[config.mk]
export PLATFORM = sky130hd
export DESIGN_NAME = cajero_param_flat
export DESIGN_NICKNAME = d
export VERILOG_FILES = /design/src/rtl/cajero_pkg.sv /design/src/rtl/cajero_param_if.sv /design/src/rtl/cajero_pin_captura.sv /design/src/rtl/cajero_param.sv /design/src/flat_wrapper.sv
export SDC_FILE = /design/constraint.sdc
export NUM_CORES = 1
export LEC_CHECK = 0
export CAP_MARGIN = 20
export CORE_MARGIN = 3
export CORE_UTILIZATION = 48
export CTS_BUF_LIST = sky130_fd_sc_hd__clkbuf_2
export DETAILED_ROUTE_END_ITERATION = 8
export PLACE_DENSITY_LB_ADDON = 0.15
export SETUP_SLACK_MARGIN = 0.5
export SKIP_CTS_REPAIR_TIMING = 1
export SLEW_MARGIN = 20
export SYNTH_ARGS = -nofsm -noshare
export SYNTH_HDL_FRONTEND = slang
export SYNTH_HIERARCHICAL = 1
export SYNTH_SLANG_ARGS = --single-unit
[constraint.sdc]
create_clock -name clk -period 2 [get_ports clk]
set_input_delay 0.3 -clock clk [delete_from_list [all_inputs] [get_ports clk]]
set_output_delay 0.3 -clock clk [all_outputs]
set_load 0.01 [all_outputs]
[src/rtl/cajero_pkg.sv]
// rtl/cajero_pkg.sv - shared state encoding, transaction constants and sizing helper for the cashier controller
package cajero_pkg;

    typedef enum logic [2:0] {
        ESPERA_TARJETA,
        PIN,
        VERIFICA,
        TRANSACCION,
        BLOQUEO
    } estado_t;

    localparam logic DEPOSITO = 1'b0;
    localparam logic RETIRO   = 1'b1;

    // Attempt counter must be able to hold MAX_INTENTOS itself.
    function automatic int intentos_w(input int max_intentos);
        return $clog2(max_intentos + 1);
    endfunction

endpackage

[src/rtl/cajero_param_if.sv]
// rtl/cajero_param_if.sv - front-end/back-end signal bundle of the cashier controller
interface cajero_param_if #(
    parameter int PIN_DIGITS = 4,
    parameter int MONTO_W    = 32,
    parameter int BALANCE_W  = 64
);
    logic                    tarjeta_recibida;
    logic                    digito_stb;
    logic [3:0]              digito;
    logic [4*PIN_DIGITS-1:0] pin_correcto;
    logic                    tipo_trans;
    logic                    monto_stb;
    logic [MONTO_W-1:0]      monto;
    logic [BALANCE_W-1:0]    balance_inicial;

    logic                    pin_incorrecto;
    logic                    advertencia;
    logic                    bloqueo;
    logic [BALANCE_W-1:0]    balance_actualizado;
    logic                    balance_stb;
    logic                    entregar_dinero;
    logic                    fondos_insuficientes;
    logic                    timeout;

    modport master (
        output tarjeta_recibida, digito_stb, digito, pin_correcto,
               tipo_trans, monto_stb, monto, balance_inicial,
        input  pin_incorrecto, advertencia, bloqueo, balance_actualizado,
               balance_stb, entregar_dinero, fondos_insuficientes, timeout
    );

    modport slave (
        input  tarjeta_recibida, digito_stb, digito, pin_correcto,
               tipo_trans, monto_stb, monto, balance_inicial,
        output pin_incorrecto, advertencia, bloqueo, balance_actualizado,
               balance_stb, entregar_dinero, fondos_insuficientes, timeout
    );
endinterface

[src/rtl/cajero_pin_captura.sv]
// rtl/cajero_pin_captura.sv - MS-first BCD digit shift register with digit counter (PIN_DIGITS >= 2)
module cajero_pin_captura
    import cajero_pkg::*;
#(
    parameter int PIN_DIGITS = 4
)(
    input  logic                    clk,
    input  logic                    reset,
    input  logic                    limpiar,
    input  logic                    desplazar,
    input  logic [3:0]              digito,
    output logic                    pin_completo,
    output logic [4*PIN_DIGITS-1:0] pin_capturado
);
    localparam int CNT_W = $clog2(PIN_DIGITS + 1);

    logic [CNT_W-1:0] cuenta;

    // High in the cycle whose strobe delivers the final digit.
    assign pin_completo = desplazar && (cuenta == CNT_W'(PIN_DIGITS - 1));

    always_ff @(posedge clk or negedge reset) begin
        if (!reset) begin
            cuenta        <= '0;
            pin_capturado <= '0;
        end else if (limpiar) begin
            cuenta        <= '0;
            pin_capturado <= '0;
        end else if (desplazar) begin
            cuenta        <= cuenta + 1'b1;
            pin_capturado <= {pin_capturado[4*PIN_DIGITS-5:0], digito};
        end
    end

endmodule

[src/rtl/cajero_param.sv]
// rtl/cajero_param.sv - cashier controller top: FSM, attempts, arithmetic; idle abort under CAJERO_TIMEOUT_EN
module cajero_param
    import cajero_pkg::*;
#(
    parameter int PIN_DIGITS   = 4,
    parameter int MAX_INTENTOS = 3,
    parameter int MONTO_W      = 32,
    parameter int BALANCE_W    = 64,
    parameter int TIMEOUT_CYC  = 1024
)(
    input  logic          clk,
    input  logic          reset,
    cajero_param_if.slave bus
);
    localparam int INT_W = intentos_w(MAX_INTENTOS);

    estado_t                 estado;
    logic [INT_W-1:0]        intentos;
    logic [INT_W-1:0]        intentos_sig;
    logic                    pin_completo;
    logic [4*PIN_DIGITS-1:0] pin_capturado;
    logic                    tmo_fire;
    logic [BALANCE_W-1:0]    monto_ext;
    logic [BALANCE_W:0]      suma;

    assign intentos_sig = intentos + 1'b1;
    assign monto_ext    = BALANCE_W'(bus.monto);
    assign suma         = {1'b0, bus.balance_inicial} + {1'b0, monto_ext};

    cajero_pin_captura #(.PIN_DIGITS(PIN_DIGITS)) u_captura (
        .clk           (clk),
        .reset         (reset),
        .limpiar       ((estado != PIN) || tmo_fire),
        .desplazar     ((estado == PIN) && bus.digito_stb),
        .digito        (bus.digito),
        .pin_completo  (pin_completo),
        .pin_capturado (pin_capturado)
    );

`ifdef CAJERO_TIMEOUT_EN
    localparam int TMO_W = $clog2(TIMEOUT_CYC + 1);

    logic [TMO_W-1:0] inactivo;
    logic             activo;
    logic             strobe;

    assign activo   = (estado == PIN) || (estado == TRANSACCION);
    assign strobe   = bus.digito_stb || bus.monto_stb;
    assign tmo_fire = activo && !strobe && (inactivo == TMO_W'(TIMEOUT_CYC - 1));

    always_ff @(posedge clk or negedge reset) begin
        if (!reset) begin
            inactivo <= '0;
        end else if (!activo || strobe || tmo_fire) begin
            inactivo <= '0;
        end else begin
            inactivo <= inactivo + 1'b1;
        end
    end
`else
    // Constant-false expression keeps TIMEOUT_CYC referenced in this build.
    assign tmo_fire = (TIMEOUT_CYC < 0);
`endif

    always_ff @(posedge clk or negedge reset) begin
        if (!reset) begin
            estado                   <= ESPERA_TARJETA;
            intentos                 <= '0;
            bus.pin_incorrecto       <= 1'b0;
            bus.advertencia          <= 1'b0;
            bus.bloqueo              <= 1'b0;
            bus.balance_actualizado  <= '0;
            bus.balance_stb          <= 1'b0;
            bus.entregar_dinero      <= 1'b0;
            bus.fondos_insuficientes <= 1'b0;
            bus.timeout              <= 1'b0;
        end else begin
            bus.pin_incorrecto       <= 1'b0;
            bus.balance_stb          <= 1'b0;
            bus.entregar_dinero      <= 1'b0;
            bus.fondos_insuficientes <= 1'b0;
            bus.timeout              <= 1'b0;
            case (estado)
                ESPERA_TARJETA: begin
                    if (bus.tarjeta_recibida) estado <= PIN;
                end
                PIN: begin
                    if (tmo_fire) begin
                        bus.timeout <= 1'b1;
                        estado      <= ESPERA_TARJETA;
                    end else if (pin_completo) begin
                        estado <= VERIFICA;
                    end
                end
                VERIFICA: begin
                    if (pin_capturado == bus.pin_correcto) begin
                        intentos        <= '0;
                        bus.advertencia <= 1'b0;
                        estado          <= TRANSACCION;
                    end else begin
                        bus.pin_incorrecto <= 1'b1;
                        intentos           <= intentos_sig;
                        if (intentos_sig == INT_W'(MAX_INTENTOS)) begin
                            bus.bloqueo     <= 1'b1;
                            bus.advertencia <= 1'b0;
                            estado          <= BLOQUEO;
                        end else begin
                            if (intentos_sig == INT_W'(MAX_INTENTOS - 1)) bus.advertencia <= 1'b1;
                            estado <= PIN;
                        end
                    end
                end
                TRANSACCION: begin
                    if (tmo_fire) begin
                        bus.timeout <= 1'b1;
                        estado      <= ESPERA_TARJETA;
                    end else if (bus.monto_stb) begin
                        estado <= ESPERA_TARJETA;
                        if (bus.tipo_trans == DEPOSITO) begin
                            bus.balance_actualizado <= suma[BALANCE_W] ? '1 : suma[BALANCE_W-1:0];
                            bus.balance_stb         <= 1'b1;
                        end else if (monto_ext <= bus.balance_inicial) begin
                            bus.balance_actualizado <= bus.balance_inicial - monto_ext;
                            bus.balance_stb         <= 1'b1;
                            bus.entregar_dinero     <= 1'b1;
                        end else begin
                            bus.fondos_insuficientes <= 1'b1;
                        end
                    end
                end
                BLOQUEO: estado <= BLOQUEO;
                default: estado <= ESPERA_TARJETA;
            endcase
        end
    end

endmodule
[src/flat_wrapper.sv]
// flat-port wrapper written by rule: the top's interface ports become plain ports
module cajero_param_flat import cajero_pkg::*;
#(
    parameter int PIN_DIGITS   = 4,
    parameter int MAX_INTENTOS = 3,
    parameter int MONTO_W      = 32,
    parameter int BALANCE_W    = 64,
    parameter int TIMEOUT_CYC  = 1024
)
  (clk, reset, bus_tarjeta_recibida, bus_digito_stb, bus_digito, bus_pin_correcto, bus_tipo_trans, bus_monto_stb, bus_monto, bus_balance_inicial, bus_pin_incorrecto, bus_advertencia, bus_bloqueo, bus_balance_actualizado, bus_balance_stb, bus_entregar_dinero, bus_fondos_insuficientes, bus_timeout);
  cajero_param_if #(.PIN_DIGITS(PIN_DIGITS), .MONTO_W(MONTO_W), .BALANCE_W(BALANCE_W)) bus_i ();
  input  logic clk;
  input  logic reset;
  input wire logic [$bits(bus_i.tarjeta_recibida)-1:0] bus_tarjeta_recibida;
  input wire logic [$bits(bus_i.digito_stb)-1:0] bus_digito_stb;
  input wire logic [$bits(bus_i.digito)-1:0] bus_digito;
  input wire logic [$bits(bus_i.pin_correcto)-1:0] bus_pin_correcto;
  input wire logic [$bits(bus_i.tipo_trans)-1:0] bus_tipo_trans;
  input wire logic [$bits(bus_i.monto_stb)-1:0] bus_monto_stb;
  input wire logic [$bits(bus_i.monto)-1:0] bus_monto;
  input wire logic [$bits(bus_i.balance_inicial)-1:0] bus_balance_inicial;
  output wire logic [$bits(bus_i.pin_incorrecto)-1:0] bus_pin_incorrecto;
  output wire logic [$bits(bus_i.advertencia)-1:0] bus_advertencia;
  output wire logic [$bits(bus_i.bloqueo)-1:0] bus_bloqueo;
  output wire logic [$bits(bus_i.balance_actualizado)-1:0] bus_balance_actualizado;
  output wire logic [$bits(bus_i.balance_stb)-1:0] bus_balance_stb;
  output wire logic [$bits(bus_i.entregar_dinero)-1:0] bus_entregar_dinero;
  output wire logic [$bits(bus_i.fondos_insuficientes)-1:0] bus_fondos_insuficientes;
  output wire logic [$bits(bus_i.timeout)-1:0] bus_timeout;
  assign bus_i.tarjeta_recibida = bus_tarjeta_recibida;
  assign bus_i.digito_stb = bus_digito_stb;
  assign bus_i.digito = bus_digito;
  assign bus_i.pin_correcto = bus_pin_correcto;
  assign bus_i.tipo_trans = bus_tipo_trans;
  assign bus_i.monto_stb = bus_monto_stb;
  assign bus_i.monto = bus_monto;
  assign bus_i.balance_inicial = bus_balance_inicial;
  assign bus_pin_incorrecto = bus_i.pin_incorrecto;
  assign bus_advertencia = bus_i.advertencia;
  assign bus_bloqueo = bus_i.bloqueo;
  assign bus_balance_actualizado = bus_i.balance_actualizado;
  assign bus_balance_stb = bus_i.balance_stb;
  assign bus_entregar_dinero = bus_i.entregar_dinero;
  assign bus_fondos_insuficientes = bus_i.fondos_insuficientes;
  assign bus_timeout = bus_i.timeout;
  cajero_param #(.PIN_DIGITS(PIN_DIGITS), .MAX_INTENTOS(MAX_INTENTOS), .MONTO_W(MONTO_W), .BALANCE_W(BALANCE_W), .TIMEOUT_CYC(TIMEOUT_CYC)) u_core (.clk(clk), .reset(reset), .bus(bus_i));
endmodule
==> results.py <==
metrics = {
    "floorplanning": {
        "die-area_mm2": 0.01992,
        "row_count": 48,
        "core_mm2": 0.01760,
        "top_level_ports": 193,
        "die_h_um": 141.1,
        "fp.dieW_um": 141.1,
        "initial_core_util_pct": 49.82,
    },
    "clocking": {
        "cts_buffers": 9,
        "cts.path.max_buffers": 2,
        "cts_sinks": 94,
        "worstSkewPairLatency_ps": 660,
        "clk_pin_slew_worst_paths_ps": 350,
        "cts-root-buf": "clkbuf_2",
        "h-tree-depth": 3,
        "cts_tree": "done",
    },
    "power_and_ir_drop": {
        "power-per-cell-area_mw_per_mm2": 767.5,
        "switching_share_pct": 43.58,
        "clkPwrFrac_pct": 8.7,
        "p_int_mw": 6.633,
        "power_frac_comb_pct": 61.9,
        "p_total_mw": 11.76,
        "pwr-share-seq_pct": 29.4,
        "power_switching_mw": 5.124,
        "ir_worst_vdd_mv": 0.9546,
        "p_leak_nw": 7.177,
    },
    "global_routing": {
        "grt_pass1_vias": 10214,
        "grt_pass1_wl_um": 51260,
        "grt_max_degree": 36,
        "met1_usage_pct": 43.60,
        "grt_use_met2_pct": 53.05,
        "grt_overflow": 0,
        "grtUsageMet3_pct": 2.917,
        "grt_antenna_before_repair": 2,
        "grtUsageTotal_pct": 31.40,
        "grt-busiest-layer": "met2",
    },
    "routing": {
        "via_per_inst": 5.954,
        "drcViolationCount": 0,
        "postRouteAntennaNets": 0,
        "routed_wl_um": 38920,
        "wl_per_cell_um": 20.28,
        "routed-via-count": 11425,
        "first_pass_iters": 6,
        "drt_iter0_drc": 1183,
    },
    "status": {
        "status": "complete, but fails checks",
        "violations": "negative setup slack",
    },
    "finish": {
        "final_nets": 1879,
        "final_cell_mix": "buf_4, nor2_1, dfrtp_1",
        "area_delta_synth_final_pct": 74.74,
        "drive_gt1_share_pct": 44.98,
        "n_fill_cell": 980,
        "final_common_cell": "buf_4",
    },
    "logic_synthesis": {
        "synth_compound_area_share_pct": 23.32,
        "synthArstFlopShare_pct": 100.0,
        "synth_edf_count": 0,
        "synth-xor-area-share_pct": 8.691,
        "synth_ff_type": "dfrtp_1",
        "yosysTopAreaCellShare_pct": 26.83,
        "synth_fa_ha_area_share_pct": 10.16,
        "synth-seq-cells": 94,
        "synth-simple-area-share_pct": 21.19,
        "ys_warn_count": 6,
        "synth_top_family_by_area": "compound AO/OA/AOI/OAI gates",
        "syn_nets": 1320,
        "synth_cells": 1128,
        "yosys.area.top_type": "dfrtp_1",
        "yosys-top-cells-area": "dfrtp_1, ha_1, a21oi_1, xnor2_1, nor2_1",
        "yosysUniqueCellTypes": 70,
        "synth_mux_area_share_pct": 2.911,
        "synth-seq-area-share_pct": 26.83,
        "avgSynthCellArea_um2": 7.772,
        "synthesis.area_mm2": 0.008767,
    },
    "critical_path": {
        "startpoint_type": "input pin",
        "worstSetupPathType": "input pin to flip-flop",
        "crit_path_end_kind": "flip-flop",
        "cp.required_ps": 2590,
        "cp.arrival_ps": 3490,
        "critPathMaxFanout": 7,
    },
    "min_path": {
        "min_path_type": "input pin to asynchronous set/reset pin",
    },
    "timing": {
        "min_period_ps": 2904,
        "finClkSkew_ps": 46.16,
        "rsz0062_at_grt": "yes",
        "setup_tns_ps": -49270,
        "slew_violations": 0,
        "timing.fmax_mhz": 344.3,
        "setup_violations": 67,
        "period_share_pct": 145.2,
        "setup_ws_ps": -904.2,
        "finalHoldViolations": 0,
    },
    "placed_design": {
        "dp_hpwl_um": 26270,
        "gp_congestion": 1.009,
        "port_buffers": 191,
    },
    "run": {
        "maxCapViolCount": 0,
    },
}
routing by layer:
layer | share of wire, % | vias up
li1 | - | 5125
met2 | 48 | 713
met3 | 8.6 | 139
met1 | 39 | 5448
met5 | 0 | -
met4 | 3.8 | 0
power by group through the flow:
stage                     registers, mW  clock network (mW)  logic (mW)
final                              3.46                1.02        7.28
after global routing               3.54                1.12        7.72
after CTS                          3.37                1.01        6.17
after detailed placement           3.42                   0        6.15
after global placement             3.38                   0        6.00
after floorplan                    3.60                   0        2.76
sequential cells by signal, indices dropped and copies added, names as in the netlist:
| signal | flops |
|---|---|
| u_core/bus.fondos_insuficientes | 1 |
| u_core/bus.entregar_dinero | 1 |
| u_core/bus.balance_actualizado | 64 |
| u_core/intentos | 2 |
| u_core/bus.advertencia | 1 |
| u_core/estado | 3 |
| u_core/u_captura/pin_capturado | 16 |
| u_core/bus.balance_stb | 1 |
| u_core/bus.pin_incorrecto | 1 |
| u_core/bus.bloqueo | 1 |
| u_core/u_captura/cuenta | 3 |
cell families (layout without fill, tap and decap cells):
group                    Yosys count  after routing
flip-flops                        94             94
XOR/XNOR                          87             87
AND/OR/NAND/NOR                  381            381
adder cells (fa/ha/maj)           70             70
buffers and inverters            141            705
multiplexers                      25             25
AO/OA/AOI/OAI                    329            329
other                              1              3
worst max-delay path: stages:
cell and delay [ps]:
buf_6 70, buf_8 110, ha_4 150, fa_2 220
nor2b_4 170, o21ai_1 70, a21o_1 220, a311oi_4 310
o21ai_4 130, o21ba_4 220, or3_4 340, or3_4 400
o21ai_4 170, clkinv_4 180, clkbuf_16 220, a21oi_2 180
synthesized netlist by cell type (all sizes together), types with 23 or more instances:
cell    count
nand3      23
nand2      65
nor3       26
dfrtp      94
inv        77
a21oi     138
ha         68
clkbuf     43
nand4      29
nor2      142
xnor2      72
o21ai      57
final timing paths:
check                                                        start                                  to  slack, ps  cells after the start
worst max register to register                    u_core/estado[2]  u_core/bus.balance_actualizado[38]        140                      7
max in group asynchronous                                    reset  u_core/bus.balance_actualizado[36]       1340                      3
worst max-delay path                        bus_balance_inicial[0]   u_core/bus.balance_actualizado[0]       -900                     16
worst min-delay path                                         reset   u_core/u_captura/pin_capturado[4]         40                      2
min in group clk                                    bus_tipo_trans  u_core/bus.balance_actualizado[52]        180                      4
worst min register to register  u_core/bus.balance_actualizado[55]  u_core/bus.balance_actualizado[55]        570                      2
area by class of cell:
type | count | area (um2) | area share [%]
antenna | 2 | 5.005 | 0.03267
tap | 225 | 281.5 | 1.838
inverter | 77 | 326.6 | 2.132
clock buffer | 9 | 45.04 | 0.2940
sequential | 94 | 2352 | 15.35
timing repair buffer | 612 | 5132 | 33.50
clock inverter | 7 | 68.82 | 0.4492
multi-input combinational | 893 | 7108 | 46.40
per-stage QoR:
stage	utilization, %	setup WS (ps)	hold WS, ps	std cells	cell area (um2)
floorplan	-	-1101	4.409	1128	9170
global placement	78.07	-1973	258.7	1839	13740
detailed placement	78.07	-2090	267.7	1839	13740
CTS	78.72	-1396	-479.6	1855	13850
global route	87.06	-926.7	7.264	1919	15320
finish	87.06	-904.2	39.25	1919	15320
(Power assumes the default switching activity.)
